**config.mk**
```make
export PLATFORM = sky130hd
export DESIGN_NAME = kara_pipe_mult
export DESIGN_NICKNAME = d
export VERILOG_FILES = /design/src/rtl/kara_pipe_mult.sv
export SDC_FILE = /design/constraint.sdc
export NUM_CORES = 1
export LEC_CHECK = 0
export BUFFER_PORTS_ARGS = -buffer_cell sky130_fd_sc_hd__buf_2
export CORE_MARGIN = 8
export CORE_UTILIZATION = 47
export DETAILED_ROUTE_END_ITERATION = 8
export GPL_TIMING_DRIVEN = 0
export PLACE_DENSITY = 0.62
export SLEW_MARGIN = 30
export SYNTH_ARGS = -nofsm -noshare
export SYNTH_HDL_FRONTEND = slang
export SYNTH_SLANG_ARGS = --single-unit
```
**constraint.sdc**
```tcl
create_clock -name clk -period 11.9 [get_ports clk]
set_input_delay 0.595 -clock clk [delete_from_list [all_inputs] [get_ports clk]]
set_output_delay 0.595 -clock clk [all_outputs]
set_load 0.02 [all_outputs]
```
**src/rtl/kara_pipe_mult.sv**
```systemverilog
// kara_pipe_mult: three-stage pipelined unsigned Karatsuba multiplier with valid/ready handshakes and tag sideband
module kara_pipe_mult #(
  parameter int W    = 18,
  parameter int TAGW = 4
) (
  input  logic            clk,
  input  logic            rst,
  input  logic            in_valid,
  output logic            in_ready,
  input  logic [W-1:0]    a,
  input  logic [W-1:0]    b,
  input  logic [TAGW-1:0] in_tag,
  output logic            out_valid,
  input  logic            out_ready,
  output logic [2*W-1:0]  out_p,
  output logic [TAGW-1:0] out_tag,
  output logic            busy
);
  localparam int H = W / 2;
  logic            adv;
  logic            v1_q, v1_d, v2_q, v2_d, v3_q, v3_d;
  logic [H-1:0]    a0_q, a0_d, a1_q, a1_d, b0_q, b0_d, b1_q, b1_d;
  logic [H:0]      sa_q, sa_d, sb_q, sb_d;
  logic [TAGW-1:0] t1_q, t1_d, t2_q, t2_d, t3_q, t3_d;
  logic [W-1:0]    p0_q, p0_d, p2_q, p2_d;
  logic [W+1:0]    pm_q, pm_d, p1;
  logic [2*W-1:0]  p_q, p_d, sum;
  // next state: every stage loads on a global advance and holds otherwise
  always_comb begin
    adv  = !v3_q || out_ready;
    v1_d = adv ? in_valid : v1_q;
    v2_d = adv ? v1_q : v2_q;
    v3_d = adv ? v2_q : v3_q;
    a0_d = adv ? a[H-1:0] : a0_q;
    a1_d = adv ? a[W-1:H] : a1_q;
    b0_d = adv ? b[H-1:0] : b0_q;
    b1_d = adv ? b[W-1:H] : b1_q;
    sa_d = adv ? {1'b0, a[H-1:0]} + {1'b0, a[W-1:H]} : sa_q;
    sb_d = adv ? {1'b0, b[H-1:0]} + {1'b0, b[W-1:H]} : sb_q;
    t1_d = adv ? in_tag : t1_q;
    p0_d = adv ? {{H{1'b0}}, a0_q} * {{H{1'b0}}, b0_q} : p0_q;
    p2_d = adv ? {{H{1'b0}}, a1_q} * {{H{1'b0}}, b1_q} : p2_q;
    pm_d = adv ? {{(H+1){1'b0}}, sa_q} * {{(H+1){1'b0}}, sb_q} : pm_q;
    t2_d = adv ? t1_q : t2_q;
    p1   = pm_q - {2'b00, p0_q} - {2'b00, p2_q};
    sum  = {{W{1'b0}}, p0_q} + ({{(W-2){1'b0}}, p1} << H) + ({{W{1'b0}}, p2_q} << W);
    p_d  = adv ? sum : p_q;
    t3_d = adv ? t2_q : t3_q;
  end
  // pipeline registers; reset clears valids and the visible result only
  always_ff @(posedge clk) begin
    a0_q <= a0_d;
    a1_q <= a1_d;
    b0_q <= b0_d;
    b1_q <= b1_d;
    sa_q <= sa_d;
    sb_q <= sb_d;
    t1_q <= t1_d;
    p0_q <= p0_d;
    p2_q <= p2_d;
    pm_q <= pm_d;
    t2_q <= t2_d;
    if (rst) begin
      v1_q <= 1'b0;
      v2_q <= 1'b0;
      v3_q <= 1'b0;
      p_q  <= '0;
      t3_q <= '0;
    end else begin
      v1_q <= v1_d;
      v2_q <= v2_d;
      v3_q <= v3_d;
      p_q  <= p_d;
      t3_q <= t3_d;
    end
  end
  assign in_ready  = adv;
  assign out_valid = v3_q;
  assign out_p     = p_q;
  assign out_tag   = t3_q;
  assign busy      = v1_q | v2_q | v3_q;
endmodule

```
==> results of run 1 <==
cell usage in the layout (no fill, tap or decap), drive strengths merged, types with 19 or more instances in the layout:
cell / n
a211oi: 19
a21o: 34
a21oi: 98
and2: 135
buf: 93
clkbuf: 66
dfxtp: 43
edfxtp: 120
fa: 183
ha: 190
inv: 288
nand2: 225
nor2: 56
nor3: 23
o21ai: 41
xnor2: 56
xor2: 29
cell families after synthesis:
kind of cell,count (synthesis),share of synthesized area (%)
AOI/OAI and AO/OA,276,10.98
and+or+nand+nor,499,14.35
xor gates and xnor gates,85,4.440
muxes,2,0.1194
adders and majority gates,373,36.03
DFF,163,26.62
buffers and inverters,333,7.462
through the flow:
stage          std cells  hold slack [ns]
3_5_place_dp        2281           0.4057
5_1_grt             2313           0.2896
4_1_cts             2313           0.2886
6_report            2313           0.3140
2_1_floorplan       1731           0.4003
3_3_place_gp        2278           0.4047
synthesized netlist by cell type, drive strengths merged (6+ instances only):
| master | number | share of area, % |
|---|---|---|
| a211oi | 19 | 0.91 |
| a21o | 34 | 1.5 |
| a21oi | 98 | 2.9 |
| a31oi | 7 | 0.26 |
| and2 | 135 | 5.0 |
| clkbuf | 49 | 1.1 |
| dfxtp | 43 | 5.1 |
| edfxtp | 120 | 21 |
| fa | 183 | 22 |
| ha | 190 | 14 |
| inv | 279 | 6.2 |
| nand2 | 225 | 5.0 |
| nand3 | 14 | 0.42 |
| nand4 | 9 | 0.37 |
| nor2 | 56 | 1.3 |
| nor2b | 6 | 0.22 |
| nor3 | 23 | 0.69 |
| o211ai | 7 | 0.31 |
| o21a | 16 | 0.76 |
| o21ai | 41 | 1.2 |
| o21bai | 14 | 0.63 |
| or3 | 8 | 0.30 |
| xnor2 | 56 | 2.9 |
| xor2 | 29 | 1.5 |
layer usage:
layer  track usage [%]  vias to the layer above
li1                  -                     5904
met1             25.84                     5577
met2             30.09                      234
met3             3.384                       35
met4             5.387                        0
met5                 0                        -
registers in the layout, summed over array words and instances, names as in the netlist, 4 cells and up:
| register | flops |
|---|---|
| p2_q | 18 |
| out_tag | 4 |
| a1_q | 9 |
| b1_q | 9 |
| pm_q | 20 |
| out_p | 36 |
| sa_q | 10 |
| t2_q | 4 |
| p0_q | 18 |
| a0_q | 9 |
| sb_q | 10 |
| b0_q | 9 |
| t1_q | 4 |
how the worst max path moves through the flow:
stage | start | endpoint | slack (ns)
CTS | sb_q[3] | pm_q[18] | 6.34
detailed placement | sb_q[3] | pm_q[18] | 6.36
floorplan | out_ready | out_p[26] | 6.48
finish | sb_q[3] | pm_q[18] | 6.32
global route | sb_q[3] | pm_q[18] | 5.95
global placement | out_ready | in_ready | 4.05
worst reg2reg max path: stages (launching register included):
cell and delay [ns]:
edfxtp_1 0.33, clkbuf_1 0.40, nand2_1 0.16, fa_1 0.55, inv_1 0.05, fa_1 0.46
ha_1 0.33, fa_1 0.53, inv_1 0.05, fa_1 0.54, inv_1 0.05, ha_1 0.34
or2_2 0.32, a21oi_1 0.21, o31ai_1 0.15, a211o_1 0.38, a311oi_1 0.36, xnor2_1 0.14
area by class of cell:
cell class / instances / share of cell area [%]
plain buffers: 53 / 1.107
clock inverters: 15 / 0.8689
repair buffers: 89 / 2.702
inverters: 280 / 5.702
multi-input cells: 1235 / 59.96
clock buffers: 17 / 2.308
well taps: 461 / 3.129
flip-flops and latches: 163 / 24.22
==> metrics, run 1 <==
outcome=complete, no violations; largest net degree at the start of global routing=46; Via-to-Cell Ratio=between 5 and 6; IO Count=87; DP Area=0.01785 mm2; Max Clk Rate=between 150 and 200 MHz; WL met1=~18 mm; hold_buf cts=0; final period utilization=46.89%; multi-input logic area=0.01105 mm2; critical path type=register to register; DR top layer=met4; post-CTS setup buffers=0; post-synth cell types=70; die height=between 200 and 250 um; Worst Hold Depth=1; first-pass GRT wire length=62.93 mm; register area share after synthesis=26.62%; Critical Path Max Stage Delay=0.55 ns; grt total ovfl=0; Largest delay share family, worst path=adder cells; CP Data Arrival Time=5.78 ns; post-CTS sizing=0; Synth Net Count=~2100; net count reported at finish=approximately 2300; routed wire length=37.96 mm; met2 wire length=17.11 mm; synthesized instance count=between 1500 and 2000; reg2reg end=pm_q[18]; Hold Crit Class=input port to register; cell mode on critical path=fa_1; Slew HR=54.33%; fin. max-slew vios=0; slowest CP cell=fa_1; setup skew after layout=approximately 0.013 ns; min cycle time layout=5.580 ns; Main synth FF type=edfxtp_1; Post-Syn Area=around 0.017 mm2; Post-synth EDFFs=120; Vias=11750; core area=approximately 0.035 mm2; Worst Path Required=roughly 12 ns; Final ANT Viol Nets=0; Max Cap Viol=0; syn_area_per_cell=9.686 um2; RSZ-0062 raised after global routing=false; vias in the first global route=12206; hpwl dp=31.20 mm; die area=0.04198 mm2; WL met3=1.713 mm; worst setup margin=6.320 ns; DR pass1 iterations=6; Final Cell Area=~0.018 mm2; Total Routing Usage GR=a little under a fifth; Post-Route Setup TNS=0 ns; Yosys reg bits=163; Final Core Density=52.07%; Hold EP=t1_q[2]; Final GP Congestion=~0.86; latest clock arrival within the worst-skew pair=0.46 ns; critical path launch point type=register; Hold Crit Start=in_tag[2]; DP Worst Slack=6.365 ns; clock sink count=163; Layout Area Growth over Synthesis=9.924%; Ys Warns=0; Clock Pin Slew Worst Setup and Hold Paths=~0.07 ns; critical path fanouts, max=10; clock buffer depth=2; Starting DRT DRC Count=605; CTS tree=done; worst path cell trace=clkbuf_1 > nand2_1 > fa_1 > inv_1 > fa_1 > ha_1 > fa_1 > inv_1 > fa_1 > inv_1 > ha_1 > or2_2 > a21oi_1 > o31ai_1 > a211o_1 > a311oi_1 > xnor2_1; H-Tree Depth=4; Avg WL per Cell=16.41 um; DRC Markers=0; share of synthesized registers carrying an async set or reset=0%; Worst Tran Pin Value=0.6799 ns; final hold vios=0; share of cells above drive strength 1=7.775%; root buffer cell=clkbuf_16; final setup violation count=0; initial antenna violation count=0; Buf/Inv on CP=4; Worst R2R Start=sb_q[3]; Worst R2R Path Depth=17; Fillers=3302; Worst path depth=17; Initial Util=47.37%; CTS buffer count=17; PortBufs=86; Storage cell area=~0.0045 mm2; antenna cell count=0; Worst Setup End Kind=register; die width=around 200 um; FP Rows=between 60 and 70; Worst R2R Setup Slack=6.32 ns
Power of run 1 is left out: the tool's default activity adds up to more than one toggle a clock period on the data nets, which glitch-free logic cannot reach.
==> run 2, diff against run 1 <==
--- a/config.mk
+++ b/config.mk
@@ -5,6 +5,7 @@
 export SDC_FILE = /design/constraint.sdc
 export NUM_CORES = 1
 export LEC_CHECK = 0
+export ABC_AREA = 1
 export BUFFER_PORTS_ARGS = -buffer_cell sky130_fd_sc_hd__buf_2
 export CORE_MARGIN = 8
 export CORE_UTILIZATION = 47
==> constraint.sdc (replaced) <==
create_clock -name clk -period 5.2 [get_ports clk]
set_input_delay 0.26 -clock clk [delete_from_list [all_inputs] [get_ports clk]]
set_output_delay 0.26 -clock clk [all_outputs]
set_load 0.02 [all_outputs]
==> metrics, run 2 <==
post-synth cell types=37; Slew HR=52.27%; share of cells above drive strength 1=7.975%; hpwl dp=37.08 mm; Avg WL per Cell=15.37 um; first-pass GRT wire length=74.05 mm; fin. max-slew vios=0; Initial Util=47.77%; antenna cell count=0; commonest non-fill, non-tap cell in the layout=nand2_1; critical path type=register to register; post-synth top area share=20.36%; latest clock arrival within the worst-skew pair=0.45 ns; Max Cap Viol=0; Worst Tran Pin Value=0.7159 ns; syn_area_per_cell=between 7 and 8 um2; Post-Route Setup TNS=0 ns; synth top area cells=fa_1 (20%), edfxtp_1 (20%), ha_1 (13%); final period utilization=96.31%; synthesized instance count=2252; Hold Crit Class=input port to register; largest net degree at the start of global routing=97; DRC Markers=0; commonest non-fill, non-tap cells in the layout=nand2_1 (567), inv_1 (550), ha_1 (188); routed wire length=44.67 mm; Worst Hold Depth=1; reg2reg end=pm_q[16]; CTS buffer count=17; Post-Syn Area=0.01799 mm2; die height=approximately 210 um; net count reported at finish=2799; core area=0.03767 mm2; most common cell in the synthesized netlist=nand2_1; Yosys reg bits=163; Hold EP=a0_q[6]; Final ANT Viol Nets=0; post-synth top area cell=fa_1; Total Routing Usage GR=20.68%; WHS=0.01979 ns; Final GP Congestion=0.9175; Max Clk Rate=199.7 MHz; die area=0.04480 mm2; Worst R2R Start=sb_q[6]; H-Tree Depth=4; Clock Pin Slew Worst Setup and Hold Paths=roughly 0.070 ns; root buffer cell=clkbuf_16; Worst Path Required=5.40 ns; clock buffer depth=2; IO Count=87; DR pass1 iterations=5; register area share after synthesis=roughly a quarter; Worst R2R Setup Slack=0.19 ns; setup skew after layout=0.01071 ns; Main synth FF type=edfxtp_1; Final Cell Area=0.01998 mm2; share of synthesized registers carrying an async set or reset=0%; CTS tree=done; critical path fanouts, max=7; Synth Net Count=approximately 2700; die width=211.7 um; Post-synth EDFFs=120; Hold Crit Start=a[6]; PortBufs=86; clock sink count=163; Ys Warns=0; most frequent cells after synthesis=nand2_1 (567), inv_1 (550), ha_1 (190); vias in the first global route=around 15000; Vias=~14000; Finished Layout Cells=2906; Worst R2R Path Depth=21; Layout Area Growth over Synthesis=11.01%; outcome=complete, no violations; Via-to-Cell Ratio=just under 5; FP Rows=71; final setup violation count=0; DP Area=0.01910 mm2; initial antenna violation count=0; min cycle time layout=5.008 ns; max FFs per register=36; Starting DRT DRC Count=807; grt total ovfl=0; final hold vios=0; Worst Setup End Kind=register; dpl cells=2850; CP Data Arrival Time=between 5 and 6 ns; critical path launch point type=register
## run 2: cell types whose count changed in the layout (fill, tap and decap cells not counted), sizes merged, moves of 16 or more
| cell | delta |
|---|---|
| nand2 | +347 |
| and2 | -133 |
| xor2 | +27 |
| a21o | -21 |
| buf | +32 |
| nor2 | +55 |
| inv | +275 |
| o21ai | +32 |
| xnor2 | -31 |
| nand3 | +68 |
| a211oi | -17 |
| o21a | -16 |
## run 2: cells by family after synthesis
| logic type | Yosys count | share of synthesized area, % |
|---|---|---|
| and+or+nand+nor | 799 | 18.09 |
| buffers and inverters | 625 | 13.06 |
| adders and majority gates | 373 | 33.57 |
| AOI/OAI and AO/OA | 211 | 6.536 |
| DFF | 163 | 24.81 |
| xor gates and xnor gates | 81 | 3.942 |
## run 2: final cells by class
cell class | instances | area (um2)
Buffer | 50 | 201.4
Clock buffer | 18 | 429.2
Clock inverter | 14 | 163.9
Fill cell | 3700 | 17690
Inverter | 557 | 2091
Multi-Input combinational cell | 1464 | 11200
Sequential cell | 163 | 4464
Tap cell | 511 | 639.4
Timing Repair Buffer | 129 | 790.8
## run 2: timing repair
| action | CTS | global route |
|---|---|---|
| buffers inserted | 2 | 33 |
| endpoints found under the setup margin | 3 | 7 |
| pin swaps | 0 | 0 |
| endpoints found under the hold margin | 7 | 0 |
| gates resized for setup | 1 | 4 |
| hold buffers | 7 | 0 |
## run 2: worst max-delay path by stage
stage	startpoint	to	slack (ns)	cells after the start
final	sb_q[6]	pm_q[16]	0.19	21
after global placement	sa_q[5]	pm_q[19]	-0.16	21
after global routing	sb_q[6]	pm_q[16]	-0.05	21
after floorplan	sb_q[3]	pm_q[19]	0.35	21
after CTS	sa_q[0]	pm_q[16]	0.005	20
after detailed placement	sa_q[5]	pm_q[19]	-0.23	21
## run 2: layer usage
metal | global-route usage, % | routed length, um
met2 | 36.02 | 21810
met4 | 6.662 | 1185
met3 | 2.662 | 1724
met5 | 0 | 0
met1 | 26.36 | 19950
## run 2: through the flow
step	worst slack [ns]	util, %
global route	-0.04999	53.04
CTS	0.004868	52.46
floorplan	0.3531	-
detailed placement	-0.2329	50.71
finish	0.1917	53.04
global placement	-0.1643	50.61
## run 2: critical path: stages (launching register included)
cell,delay [ns]
edfxtp_1,0.52
buf_4,0.18
buf_4,0.10
nand2_1,0.07
fa_1,0.50
fa_1,0.49
inv_1,0.05
fa_1,0.50
fa_1,0.55
inv_1,0.05
fa_1,0.53
inv_1,0.04
ha_2,0.32
a21o_1,0.18
a31oi_1,0.14
nand2_1,0.13
nand2_1,0.08
nand2_1,0.08
nand2_1,0.10
nand2_1,0.06
nand2_1,0.06
nand2_1,0.05
Power of run 2 is left out for the same reason.
